[src/rtl/md_pkg.sv]
// Shared encodings, FSM states and helpers for the HI/LO multiply/divide unit.
// Optional MD_DIV0_FAST_EN shortcut lives in md_sequencer.
package md_pkg;

   localparam logic [2:0] MD_NONE = 3'd0;
   localparam logic [2:0] MD_MTHI = 3'd1;
   localparam logic [2:0] MD_MTLO = 3'd2;
   localparam logic [2:0] MD_MUL  = 3'd3;
   localparam logic [2:0] MD_DIV  = 3'd4;

   localparam int DIV_STEPS = 32;

   typedef enum logic [1:0] {
      S_IDLE,
      S_MUL,
      S_DIV,
      S_FIX
   } md_state_t;

   function automatic logic [31:0] md_mag(
      input logic [31:0] v,
      input logic        s
   );
      return (s && v[31]) ? -v : v;
   endfunction

endpackage

[src/rtl/md_div_core.sv]
// Iterative restoring divider: one quotient bit per enabled cycle.
// Remainder and dividend/quotient share a shift pair.
module md_div_core
   import md_pkg::*;
(
   input  logic        clk,
   input  logic        reset,
   input  logic        load,
   input  logic        en,
   input  logic [31:0] dividend,
   input  logic [31:0] divisor,
   output logic [31:0] quo,
   output logic [31:0] rem
);

   logic [31:0] dvs;
   logic [32:0] trial;

   assign trial = {rem, quo[31]} - {1'b0, dvs};

   always_ff @(posedge clk) begin
      if (reset) begin
         quo <= '0;
         rem <= '0;
         dvs <= '0;
      end else if (load) begin
         quo <= dividend;
         rem <= '0;
         dvs <= divisor;
      end else if (en) begin
         // non-negative trial keeps the subtraction
         if (!trial[32]) begin
            rem <= trial[31:0];
            quo <= {quo[30:0], 1'b1};
         end else begin
            rem <= {rem[30:0], quo[31]};
            quo <= {quo[30:0], 1'b0};
         end
      end
   end

endmodule

[src/rtl/md_sequencer.sv]
// EX-stage multiply/divide sequencer owning HI/LO; raises md_stall for ID users.
// MD_DIV0_FAST_EN: divide by zero skips the iterations and commits at once.
module md_sequencer
   import md_pkg::*;
#(
   parameter int MUL_LAT = 4
)(
   input  logic        clk,
   input  logic        reset,
   input  logic        ex_valid,
   input  logic [2:0]  md_func,
   input  logic        md_sign,
   input  logic [31:0] rs_val,
   input  logic [31:0] rt_val,
   input  logic        id_md_use,
   output logic        busy,
   output logic        md_stall,
   output logic [31:0] hi,
   output logic [31:0] lo
);

   localparam logic [4:0] MUL_LAST = 5'(MUL_LAT - 1);
   localparam logic [4:0] DIV_LAST = 5'(DIV_STEPS - 1);

   md_state_t   state, state_n;
   logic [4:0]  cnt;
   logic [31:0] a_q, b_q;
   logic        sgn_q, sa_q, sb_q, z_q;
   logic        is_mul, is_div, start, div0;
   logic [63:0] ax, bx, prod;
   logic [31:0] quo, rem, q_fix, r_fix;

   assign is_mul = (md_func == MD_MUL);
   assign is_div = (md_func == MD_DIV);
   assign start  = ex_valid && (state == S_IDLE)
                   && (is_mul || is_div);

`ifdef MD_DIV0_FAST_EN
   assign div0 = (rt_val == 32'd0);
`else
   assign div0 = 1'b0;
`endif

   assign busy     = (state != S_IDLE);
   assign md_stall = id_md_use && (busy || start);

   assign ax    = {{32{sgn_q & a_q[31]}}, a_q};
   assign bx    = {{32{sgn_q & b_q[31]}}, b_q};
   assign prod  = ax * bx;
   assign q_fix = (sa_q ^ sb_q) ? -quo : quo;
   assign r_fix = sa_q ? -rem : rem;

   md_div_core u_div (
      .clk      (clk),
      .reset    (reset),
      .load     (start && is_div),
      .en       (state == S_DIV),
      .dividend (md_mag(rs_val, md_sign)),
      .divisor  (md_mag(rt_val, md_sign)),
      .quo      (quo),
      .rem      (rem)
   );

   always_comb begin
      state_n = state;
      unique case (state)
         S_IDLE:
            if (start)
               state_n = is_mul ? S_MUL
                       : (div0 ? S_FIX : S_DIV);
         S_MUL: if (cnt == MUL_LAST) state_n = S_IDLE;
         S_DIV: if (cnt == DIV_LAST) state_n = S_FIX;
         S_FIX: state_n = S_IDLE;
         default: state_n = S_IDLE;
      endcase
   end

   always_ff @(posedge clk) begin
      if (reset) begin
         state <= S_IDLE;
         cnt   <= '0;
         a_q   <= '0;
         b_q   <= '0;
         sgn_q <= 1'b0;
         sa_q  <= 1'b0;
         sb_q  <= 1'b0;
         z_q   <= 1'b0;
         hi    <= '0;
         lo    <= '0;
      end else begin
         state <= state_n;
         if (state_n != state)
            cnt <= '0;
         else if (state != S_IDLE)
            cnt <= cnt + 5'd1;
         if (start) begin
            a_q   <= rs_val;
            b_q   <= rt_val;
            sgn_q <= md_sign;
            sa_q  <= md_sign & rs_val[31];
            sb_q  <= md_sign & rt_val[31];
            z_q   <= div0;
         end
         if (ex_valid && state == S_IDLE) begin
            if (md_func == MD_MTHI) hi <= rs_val;
            if (md_func == MD_MTLO) lo <= rs_val;
         end
         if (state == S_MUL && cnt == MUL_LAST)
            {hi, lo} <= prod;
         // a fast zero divide commits the raw dividend unsigned
         if (state == S_FIX) begin
            hi <= z_q ? a_q : r_fix;
            lo <= z_q ? 32'hFFFF_FFFF : q_fix;
         end
      end
   end

endmodule

[config.mk]
export PLATFORM = sky130hd
export DESIGN_NAME = md_sequencer
export DESIGN_NICKNAME = d
export VERILOG_FILES = /design/src/rtl/md_pkg.sv /design/src/rtl/md_div_core.sv /design/src/rtl/md_sequencer.sv
export SDC_FILE = /design/constraint.sdc
export NUM_CORES = 2
export LEC_CHECK = 0
export ABC_AREA = 1
export CORE_ASPECT_RATIO = 1.25
export CORE_MARGIN = 1.5
export CORE_UTILIZATION = 55
export DETAILED_ROUTE_END_ITERATION = 8
export PLACE_DENSITY = 0.84
export SLEW_MARGIN = 15
export SYNTH_ARGS = -nofsm -noshare
export SYNTH_HDL_FRONTEND = slang
export SYNTH_SLANG_ARGS = --single-unit
[constraint.sdc]
create_clock -name clk -period 18.13 [get_ports clk]
set_input_delay 3.626 -clock clk [delete_from_list [all_inputs] [get_ports clk]]
set_output_delay 3.626 -clock clk [all_outputs]
set_load 0.1 [all_outputs]
## Word-level counts from Yosys, hierarchy flattened

Cells that the tools add are included.

| storage, ports and cells | value |
|---|---|
| flip-flop bits (word level) | 234 |
| input bits | 72 |
| output and inout bits | 66 |

| operators by class | value |
|---|---|
| add/sub/neg operators | 6 |
| $mul | 1 |
| equality and inequality tests | 10 |
| mux-type cells | 21 |
| bitwise operators | 5 |
| reduce and logical (&&, ||, !) cells | 19 |

Operators with widths:

| cell | count |
|---|---|
| two-way mux 32 bit | 15 |
| negation 32 bit | 4 |
| multiplier 33 x 33 -> 64 bit | 1 |
| subtractor 33 x 32 -> 33 bit | 1 |
| nonzero test 3 bit | 3 |
| two-way mux 2 bit | 4 |
| case mux 2 bit (4 select lines) | 1 |
| logical AND 1 bit | 7 |
| equality test 3 x 2 -> 1 bit (second input constant) | 2 |
| adder 5 x 1 -> 5 bit (second input constant) | 1 |
| equality test 5 x 2 -> 1 bit (second input constant) | 1 |
| equality test 5 bit (second input constant) | 1 |
| bitwise AND 1 bit | 4 |
| equality test 2 bit (second input constant) | 2 |
| AND reduction 2 bit | 2 |
| nonzero test 2 bit | 2 |
| OR reduction 2 bit | 2 |
| equality test 3 x 1 -> 1 bit (second input constant) | 1 |
| equality test 3 bit (second input constant) | 1 |
| equality test 2 x 1 -> 1 bit (second input constant) | 1 |
| logical NOT 2 bit | 1 |
| logical OR 1 bit | 2 |
| != test 2 bit | 1 |
| two-way mux 1 bit | 1 |
| XOR 1 bit | 1 |

## Longest topological paths before layout

| logic depth | value |
|---|---|
| word-level depth | 7 |
| depth in mapped cells | 37 |
| gate-level depth less buffers | 35 |

## Hierarchy

From an unflattened synthesis, not the netlist that was laid out.

| unflattened totals | value |
|---|---|
| cell total of the unflattened synthesis | 7,802 |
| area total of the unflattened synthesis | 56,102.6 sq um |

By module, submodules not included:

| module | instances | cells an instance | area each (sq um) | sequential area each (sq um) |
|---|---|---|---|---|
| md_sequencer | 1 | 6,643 | 49,273.5 | 2,762.6 |
| md_div_core | 1 | 1,159 | 6,829.0 | 1,921.8 |

## Worst setup path before layout

No wires, ideal clock.

| path | value |
|---|---|
| kind | in2out |
| start | input port md_func[1] |
| end | output port md_stall |
| data arrival time | 5.254 ns |
| required time | 14.504 ns |
| path slack | 9.250 ns |
| stages | 7 |
| buffers on the path | 1 |
| path through | nor3_1 > inv_1 > nor2_4 > inv_2 > nand2_2 > buf_1 > o21a_1 |

| on the way | value |
|---|---|
| longest elaborated chain between the ends | 5 |

Ends and longest elaborated chain:

| element | RTL line | source |
|---|---|---|
| from (decl) | md_sequencer.sv:11 | `input logic [2:0] md_func,` |
| equality test 3 x 2 -> 1 bit or equality test 3 bit (tied branches) | md_sequencer.sv:33, md_sequencer.sv:34 |  |
| logical OR 1 bit (*) | md_sequencer.sv:36 | `&& (is_mul \|\| is_div);` |
| logical AND 1 bit (*) | md_sequencer.sv:36 |  |
| logical OR 1 bit (*) | md_sequencer.sv:45 | `assign md_stall = id_md_use && (busy \|\| start);` |
| logical AND 1 bit (*) | md_sequencer.sv:45 |  |
| to (decl) | md_sequencer.sv:17 | `output logic md_stall,` |

Every way passes the cells marked *; elsewhere a longest branch is shown, timed or not.

## Final worst setup path

| path | value |
|---|---|
| start | input port md_func[2] |
| end | output port md_stall |

Same word-level chain as after synthesis.

==> flow_summary_export.csv <==
group,metric,value,unit
run_status,status,"completed",
worst_setup_path,critPathLaunchType,"primary input",
sta,slew_viol_final,0,
worst_setup_path,critPathMaxFanout,56,
cts,hold_buffers,0,
detailed_routing,dr_total_vias,48800,
global_routing,gr-total-overflow,0,
floorplanning,core,99300,µm²
global_routing,grt_max_degree,77,
detailed_routing,drt_iter0_drc,3971,
global_routing,grt_pass1_wl,273,mm
sta,fin_crit,10.75,ns
power_and_ir_drop,p_leak,0.0314,µW
cts,post_cts_buffers,0,
layout,drive_gt1_share,2.69,%
detailed_routing,drt_wl_total,171,mm
sta,tightest_slew,1.19,ns
cts,cts_tree,"built",
floorplanning,ioPinCount,138,
detailed_routing,wl_per_cell,19.5,µm
synth,yosys.area_share.adder,46.4,%
synth,syn_inst,7557,
sta,fmax,93.0,MHz
global_routing,antenna_found_initial,6,
synth,syn_area_per_cell,7.31,µm²
sta,clock-skew-final,0.0147,ns
detailed_routing,ant_nets,0,
worst_hold_path,worstHoldPathType,"reg -> reg",
sta,setup_tns,0,ns
cts,cts-buffers-inserted,25,
synth,synth_warnings,0,
sta,post-route-period-util,59.3,%
flow_run,maxCapViolCount,0,
worst_setup_path,path_class,"in -> out",
floorplanning,dieArea,102000,µm²
sta,finalHoldViolations,0,
synth,syn_area,55300,µm²
sta,rsz0062_at_grt,"false",
synth,synth-xor-area-share,1.73,%
placement,gp_congestion,1.01,
synth,yosysSeqAreaShare,8.47,%
layout,area_delta_synth_final,5.60,%
worst_setup_path,worst_ep_arrival_time,7.13,ns
cts,clock_sinks,234,
detailed_routing,post-route-drc-count,0,
floorplanning,die_h,357,µm
sta,slew_headroom,20.7,%
layout,fin_util,58.8,%
power_and_ir_drop,power_per_cell_area,37.7,nW/µm²
synth,synth.distinct_cells,53,
synth,synth_ff_type,"dfxtp_1",
placement,dp_hpwl,141,mm
synth,syn-num-nets,9005,
synth,synth_compound_gate_area_share,7.94,%
floorplanning,die_w,287,µm
cts,worst_skew_pair.late_latency,0.58,ns
synth,async_reset_ff_share,0,%
worst_setup_path,crit_path_end_kind,"output pin",
floorplanning,start_util,55.7,%
synth,synthSimpleGateAreaFrac,19.6,%
layout,nNetsFinal,8875,
worst_setup_path,cp.required,14.50,ns
cts,cts_resized,0,
synth,synth-edff-count,0,
sta,setup_viol,0,
synth,synth_top_family_by_area,"adder cells",
synth,synth_mux_area_share,0,%
global_routing,grt_pass1_vias,52300,
global_routing,grt_util_all_layers,34.3,%
layout,most-common-layout-cells,"1969 x nand2_1, 1919 x inv_1, 1126 x fa_1",
detailed_routing,routed_via_density,5.57,
layout,layout_commonest_cell,"nand2_1",
cts,clk_pin_slew,0.06,ns
cts,clockBufferDepth,3,
synth,ys_seq_elements,234,
detailed_routing,drt-pass1-iter-count,8,
power_and_ir_drop,vdd.ir_drop.worst,182,µV
floorplanning,rows,129,
placement,io_buffer_count,137,
cts,cts-root-buf,"clkbuf_16",
cts,htree_levels,1,
## layout make-up
class | instances | area [µm²]
clock buffers | 29 | 661
fillers | 8725 | 40900
inverters | 1933 | 7260
well taps | 1310 | 1640
flip-flops and latches | 234 | 4690
diodes | 3 | 7.51
multi-input cells | 5014 | 41900
repair buffers | 219 | 1980
clock inverters | 16 | 282
## cell families (layout without fill, tap and decap cells)
family                     count (synthesis)  in the layout
and+or+nand+nor                         2708           2708
xor gates and xnor gates                 109            109
DFF                                      234            234
AOI/OAI and AO/OA                        821            821
buffers and inverters                   2309           2197
adders and majority gates               1376           1376
other                                      0              3
## synthesized netlist by cell type, types with 27 or more instances
cell type     n  share of area, %
o21ai_0     310               2.8
a21oi_1     387               3.5
xnor2_1      28              0.44
nand3_1     203               1.8
dfxtp_1     234               8.5
clkbuf_1    334               2.3
nor3_1       27              0.24
inv_1      1920                13
ha_1        250               5.7
buf_2        27              0.24
nand4_1      49              0.55
nor2_1      390               2.6
fa_1       1126                41
nand2_1    1971                13
xor2_1       81               1.3
## worst paths after layout
path,slack (ns),endpoint,from,cells past startpoint
max,7.38,md_stall,md_func[2],12
min,0.45,b_q[30]$_SDFFE_PP0P_,b_q[30]$_SDFFE_PP0P_,2
max reg2reg,9.37,hi[26]$_SDFFE_PP0P_,sgn_q$_SDFFE_PP0P_,30
min reg2reg,0.45,b_q[30]$_SDFFE_PP0P_,b_q[30]$_SDFFE_PP0P_,2
## per-layer routing
metal  up-vias  GRT usage, %  wire length [µm]
met5         -             0                54
met4         8          22.3             13000
met3       808          4.60             13400
met1     23800          39.5             59300
met2      2468          60.1             85000
li1      21700             -                 -
## flip-flops by register name, indices dropped and copies added, names as in the netlist
name and flops:
a_q 32, b_q 32, cnt 5, hi 32, lo 32, sa_q 1
sb_q 1, sgn_q 1, state 2, u_div.dvs 32, u_div.quo 32, u_div.rem 32
## critical path: stages
cell             delay (ns)
clkdlybuf4s50_1        0.49
inv_1                  0.07
nor3_1                 0.14
inv_1                  0.09
nor2_4                 0.11
buf_4                  0.36
inv_2                  0.04
buf_4                  0.31
nand2_2                0.12
buf_4                  0.39
o21a_1                 0.17
clkdlybuf4s50_1        1.13
## where the power goes
part | switching, µW | internal, µW
registers | 23.5 | 537
logic | 723 | 307
clock network | 247 | 363
## per-stage QoR
stage / total power, µW / hold slack, ns / area [µm²] / setup slack [ns] / std cells
after CTS: 2190 / 0.458 / 58400 / 7.40 / 8755
after detailed placement: 1570 / 0.449 / 57400 / 7.40 / 8710
after global routing: 2320 / 0.491 / 58400 / 7.26 / 8755
after global placement: 1560 / 0.433 / 57400 / 7.32 / 8710
final: 2200 / 0.454 / 58400 / 7.38 / 8758
after floorplan: 1260 / 0.444 / 55300 / 9.25 / 7557
No activity file was read; power rests on OpenSTA's default activity.
